File: config.mk
export PLATFORM = sky130hd
export DESIGN_NAME = wrr_arbiter
export DESIGN_NICKNAME = d
export VERILOG_FILES = /design/src/rtl/arbiter_pkg.sv /design/src/rtl/rr_priority_picker.sv /design/src/rtl/wrr_arbiter.sv
export SDC_FILE = /design/constraint.sdc
export NUM_CORES = 1
export LEC_CHECK = 0
export BUFFER_PORTS_ARGS = -buffer_cell sky130_fd_sc_hd__buf_4
export CAP_MARGIN = 5
export CORE_MARGIN = 2
export CORE_UTILIZATION = 40
export CTS_CLUSTER_SIZE = 24
export DETAILED_ROUTE_END_ITERATION = 16
export MAX_ROUTING_LAYER = met4
export PLACE_DENSITY = 0.82
export SETUP_SLACK_MARGIN = 0.5
export SLEW_MARGIN = 20
export SYNTH_ARGS = -nofsm -noshare
export SYNTH_HDL_FRONTEND = slang
export SYNTH_SLANG_ARGS = --single-unit
File: constraint.sdc
create_clock -name clk -period 3.5 [get_ports clk]
set_input_delay 0.35 -clock clk [delete_from_list [all_inputs] [get_ports clk]]
set_output_delay 0.35 -clock clk [all_outputs]
set_load 0.005 [all_outputs]
File: src/rtl/arbiter_pkg.sv
// Shared types for the arbiter_router datapath arbiters.
// Holds the WRR arbiter FSM states and the width of its optional statistics counters.
package arbiter_pkg;

    typedef enum logic {
        IDLE  = 1'b0,
        GRANT = 1'b1
    } wrr_state_e;

    localparam int STAT_NBITS = 16;

endpackage

File: src/rtl/rr_priority_picker.sv
// Combinational rotating priority encoder.
// Returns the first asserted request found by scanning upward from ptr, wrapping at ninputs-1.
module rr_priority_picker #(
    parameter  int ninputs    = 3,
    localparam int addr_nbits = $clog2(ninputs)
) (
    input  logic [ninputs-1:0]    req,
    input  logic [addr_nbits-1:0] ptr,
    output logic                  any,
    output logic [addr_nbits-1:0] sel
);

    int idx;

    // Scan from the far end so the candidate closest to ptr is written last and wins.
    always_comb begin
        any = 1'b0;
        sel = '0;
        idx = 0;
        for (int k = ninputs - 1; k >= 0; k--) begin
            idx = int'(ptr) + k;
            if (idx >= ninputs) begin
                idx = idx - ninputs;
            end
            if (req[idx]) begin
                any = 1'b1;
                sel = addr_nbits'(idx);
            end
        end
    end

endmodule

File: src/rtl/wrr_arbiter.sv
// Weighted round-robin arbiter: grants each source a burst of up to its weight in beats.
// Optional per-source transfer counters are built when WRR_ARBITER_STATS_EN is defined.
module wrr_arbiter
    import arbiter_pkg::*;
#(
    parameter  int nbits      = 32,
    parameter  int ninputs    = 3,
    parameter  int max_weight = 4,
    localparam int addr_nbits = $clog2(ninputs),
    localparam int wbits      = $clog2(max_weight + 1)
) (
    input  logic                          clk,
    input  logic                          reset,
    input  logic [ninputs-1:0]            istream_val,
    output logic [ninputs-1:0]            istream_rdy,
    input  logic [nbits-1:0]              istream_msg [ninputs],
    output logic                          ostream_val,
    input  logic                          ostream_rdy,
    output logic [addr_nbits+nbits-1:0]   ostream_msg,
    input  logic [wbits-1:0]              cfg_weight  [ninputs],
`ifdef WRR_ARBITER_STATS_EN
    input  logic                          stat_clr,
    output logic [STAT_NBITS-1:0]         stat_xfers  [ninputs],
`endif
    output wrr_state_e                    dbg_state
);

    // Handshake: a beat moves on a cycle where val && rdy; a source holds msg while val && !rdy.

    wrr_state_e            state_q,  state_d;
    logic [addr_nbits-1:0] grant_q,  grant_d;
    logic [wbits-1:0]      count_q,  count_d;
    logic [addr_nbits-1:0] rr_ptr_q, rr_ptr_d;

    logic                  pick_any;
    logic [addr_nbits-1:0] pick_sel;
    logic [wbits-1:0]      w_eff;

    function automatic logic [wbits-1:0] eff_weight(input logic [wbits-1:0] w);
        if (w == '0) begin
            return wbits'(1);
        end
        if (w > wbits'(max_weight)) begin
            return wbits'(max_weight);
        end
        return w;
    endfunction

    function automatic logic [addr_nbits-1:0] next_idx(input logic [addr_nbits-1:0] i);
        return (i == addr_nbits'(ninputs - 1)) ? '0 : i + addr_nbits'(1);
    endfunction

    rr_priority_picker #(.ninputs(ninputs)) u_picker (
        .req (istream_val),
        .ptr (rr_ptr_q),
        .any (pick_any),
        .sel (pick_sel)
    );

    always_ff @(posedge clk or posedge reset) begin
        if (reset) begin
            state_q  <= IDLE;
            grant_q  <= '0;
            count_q  <= '0;
            rr_ptr_q <= '0;
        end else begin
            state_q  <= state_d;
            grant_q  <= grant_d;
            count_q  <= count_d;
            rr_ptr_q <= rr_ptr_d;
        end
    end

    // Outputs are gated by reset so they drop without waiting for a clock edge.
    always_comb begin
        state_d     = state_q;
        grant_d     = grant_q;
        count_d     = count_q;
        rr_ptr_d    = rr_ptr_q;
        ostream_val = 1'b0;
        istream_rdy = '0;
        ostream_msg = '0;
        w_eff       = eff_weight(cfg_weight[pick_sel]);
        if (!reset) begin
            case (state_q)
                IDLE: begin
                    if (pick_any) begin
                        ostream_val           = 1'b1;
                        istream_rdy[pick_sel] = ostream_rdy;
                        ostream_msg           = {pick_sel, istream_msg[pick_sel]};
                        if (ostream_rdy && (w_eff == wbits'(1))) begin
                            rr_ptr_d = next_idx(pick_sel);
                        end else begin
                            state_d = GRANT;
                            grant_d = pick_sel;
                            count_d = ostream_rdy ? (w_eff - wbits'(1)) : w_eff;
                        end
                    end
                end
                GRANT: begin
                    ostream_val          = istream_val[grant_q];
                    istream_rdy[grant_q] = ostream_rdy;
                    ostream_msg          = {grant_q, istream_msg[grant_q]};
                    if (!istream_val[grant_q]) begin
                        state_d  = IDLE;
                        rr_ptr_d = next_idx(grant_q);
                    end else if (ostream_rdy) begin
                        if (count_q == wbits'(1)) begin
                            state_d  = IDLE;
                            rr_ptr_d = next_idx(grant_q);
                        end else begin
                            count_d = count_q - wbits'(1);
                        end
                    end
                end
                default: begin
                    state_d = IDLE;
                end
            endcase
        end
    end

    assign dbg_state = state_q;

`ifdef WRR_ARBITER_STATS_EN
    logic [STAT_NBITS-1:0] stat_q [ninputs];

    // Clear takes priority; counters saturate at all-ones.
    always_ff @(posedge clk or posedge reset) begin
        if (reset) begin
            for (int i = 0; i < ninputs; i++) begin
                stat_q[i] <= '0;
            end
        end else begin
            for (int i = 0; i < ninputs; i++) begin
                if (stat_clr) begin
                    stat_q[i] <= '0;
                end else if (istream_val[i] && istream_rdy[i] && (stat_q[i] != '1)) begin
                    stat_q[i] <= stat_q[i] + STAT_NBITS'(1);
                end
            end
        end
    end

    assign stat_xfers = stat_q;
`endif

endmodule
==> flow_metrics.tcl <==
set metrics [dict create \
    place.port_buffers 149 \
    post-synth-top-area-fraction 0.258 \
    syn_nets 507 \
    status "finished clean" \
    p_total_uw 4490 \
    min_path_type "primary input to async pin" \
    cts_buffer_depth 2 \
    min_period_ps 3100 \
    hold_buffers 0 \
    path_class "flip-flop to output pin" \
    grt_pass1_vias 3482 \
    yosysWarningCount 0 \
    grt_max_degree 51 \
    placed_cells 588 \
    max_slew_margin 0.550 \
    dieArea_mm2 0.00756 \
    final_nets 673 \
    n_fill_cell 552 \
    endpoint_kind "output pin" \
    synth_area_mm2 0.00275 \
    num_io_pins 150 \
    intPower_uw 2300 \
    synth_seq_area_share 0.0728 \
    numCtsBuffers 3 \
    tightest_slew_ps 675 \
    antenna-diode-count 0 \
    drt-initial-drc-count 368 \
    fin_crit_sh 0.887 \
    ys_ff_latch 8 \
    regArea_um2 201 \
    cts.sinks 8 \
    start_kind "flip-flop" \
    syn_avg_cell_area_um2 7.04 \
    power_frac_comb 0.918 \
    p_seq_frac 0.055 \
    cts_tree "done" \
    antenna_found_initial 0 \
    hold_viol 0 \
    num_vias 3930 \
    fin_skew_ps 5.93 \
    clkPwrFrac 0.026 \
    coreArea_mm2 0.00672 \
    dr.pass1.iters 5 \
    switchingPower_uw 2190 \
    drt_wl_total_um 11600 \
    grt.total_usage 0.269 \
    power.leakage_uw 0.00198 \
    setup_viol_count_final 0 \
    root_buffer "clkbuf_8" \
    ant_nets 0 \
    layout-drive-gt1-share 0.423 \
    yosysUniqueCellTypes 49 \
    grt_first_pass_wirelength_um 16200 \
    crit_arrival_ps 2750 \
    instances_no_fill 636 \
    required_ps 3150 \
    die_x_um 86.9 \
    synth_largest_area_cell "mux2i_1" \
    clock_latency_ps 230 \
    rows 30 \
    path_clk_slew_ps 50 \
    synth_cells 391 \
    peakVddDrop_uv 443 \
    slew_viol_final 0 \
    rsz0062_at_grt "yes" \
    start_util 0.409 \
    gp_congestion 0.806 \
    finalSetupTns_ps 0 \
    cp_max_fo 7 \
    synth_area_leaders "mux2i_1 (26%), o2bb2ai_1 (11%), a22oi_1 (9.0%), dfrtp_1 (7.3%), o21ai_0 (7.1%)" \
    multi_input_area_mm2 0.00248 \
    htreeDepth 1 \
    maxCapViolCount 0 \
    wl_per_cell_um 18.3 \
    netSwitchingFraction 0.488 \
    dieHeight_um 86.9 \
    drcViolationCount 0 \
    clock.fmax_mhz 322 \
    power_density_mw_per_mm2 1000 \
    syn_to_final_growth_pct 62.5 \
    grt.overflow.total 0 \
    via_per_inst 6.18 \
    dp_hpwl_um 7010 \
]
==> worst paths after layout <==
path	endpoint	slack (ps)	start	cells past startpoint
max	ostream_msg[4]	400	rr_ptr_q[1]	12
min	grant_q[1]	360	reset	2
max reg2reg	rr_ptr_q[0]	440	rr_ptr_q[1]	13
min reg2reg	count_q[2]	590	count_q[2]	2
max in group asynchronous	grant_q[0]	2810	reset	2
min in group clk	count_q[2]	460	ostream_rdy	2
==> logic make-up (layout without fill, tap and decap cells) <==
logic type      count (synthesis)  after routing  synth area share
flops                           8              8            0.0728
compound gates                143            143             0.377
mux                            73             73             0.266
fa+ha+maj                       5              5            0.0227
buf+inv                        49            211            0.0759
simple gates                  112            115             0.182
xor+xnor                        1              1           0.00318
==> metal layers <==
layer / global-route usage / vias to the layer above / routed length [µm]
met5: - / - / 0
met4: 0.0824 / 0 / 299
met3: 0.0275 / 35 / 930
met2: 0.455 / 222 / 5790
met1: 0.336 / 1877 / 4610
li1: - / 1796 / -
==> cells in the final DEF (no fill, tap or decap), types with 3 or more instances in the layout <==
cell and n:
o2bb2ai_1 33, a21boi_1 3, buf_4 185, mux2i_1 69
o21ai_0 37, inv_1 6, clkbuf_8 3, dfrtp_1 7
buf_6 8, and2_4 5, a22oi_1 33, ha_1 3
nor2_1 37, a21oi_1 11, nand2b_1 5, nor2b_1 5
o21ai_1 3, nand2_1 43
==> synthesized netlist by cell type, drive strengths merged <==
cell type and instances:
mux2i 71, nand2 44, o21ai 43, nor2 39, a22oi 33, o2bb2ai 33
clkbuf 25, buf 16, a21oi 11, dfrtp 8, inv 8, nor2b 6
ha 5, nand2b 5, and2 4, a21boi 3, a31o 3, a31oi 3
nor3 3, or2 3, mux2 2, nand3 2, nand3b 2, o211ai 2
o31a 2, o32ai 2, a211oi 1, a221o 1, a2bb2oi 1, a32oi 1
a41oi 1, and3b 1, nand4b 1, nor4 1, o2111ai 1, o21a 1
o22ai 1, or3b 1, xnor2 1
==> repair_timing <==
action	in CTS	in global routing
cloned	3	3
hold endpoints to repair	0	0
gates resized for setup	20	22
buffers inserted	8	30
endpoints found under the setup margin	42	36
pin swaps	6	30
==> stage by stage <==
stage                     cell area [µm²]  setup slack, ps  utilization  hold WS, ps
after floorplan                      2750              798            -          199
after global placement               3870              113        0.576          553
after detailed placement             3870             16.2        0.576          564
after CTS                            4090              513        0.608          341
after global routing                 4470              220        0.666          405
final                                4470              397        0.666          359
==> layout make-up <==
class / count / share of cell area
multi-input combinational: 337 / 0.555
timing repair buffer: 199 / 0.360
sequential: 8 / 0.0450
tap: 80 / 0.0224
clock buffer: 4 / 0.0101
inverter: 8 / 0.00672
==> power by group through the flow <==
stage	Sequential (µW)	Combinational [µW]	Clock (µW)
after floorplan	171	2220	0
after global placement	237	2950	0
after detailed placement	237	3000	0
after CTS	242	3370	118
after global routing	258	4380	123
final	248	4120	118
==> worst max-delay path, cell delays in order, from the launching register on <==
cell,delay [ps]
dfrtp_1,430
inv_2,110
ha_4,210
mux2i_4,280
o22ai_2,110
a221o_2,390
and2_4,220
buf_4,150
mux2i_1,170
o2bb2ai_1,90
a22oi_1,150
nor2_1,60
buf_4,150
==> registers in the layout (all words and copies together) (netlist names) <==
| name | cells |
|---|---|
| grant_q | 2 |
| rr_ptr_q | 2 |
| count_q | 3 |
| dbg_state | 1 |
Note: power is estimated with default switching activity, not from simulation.
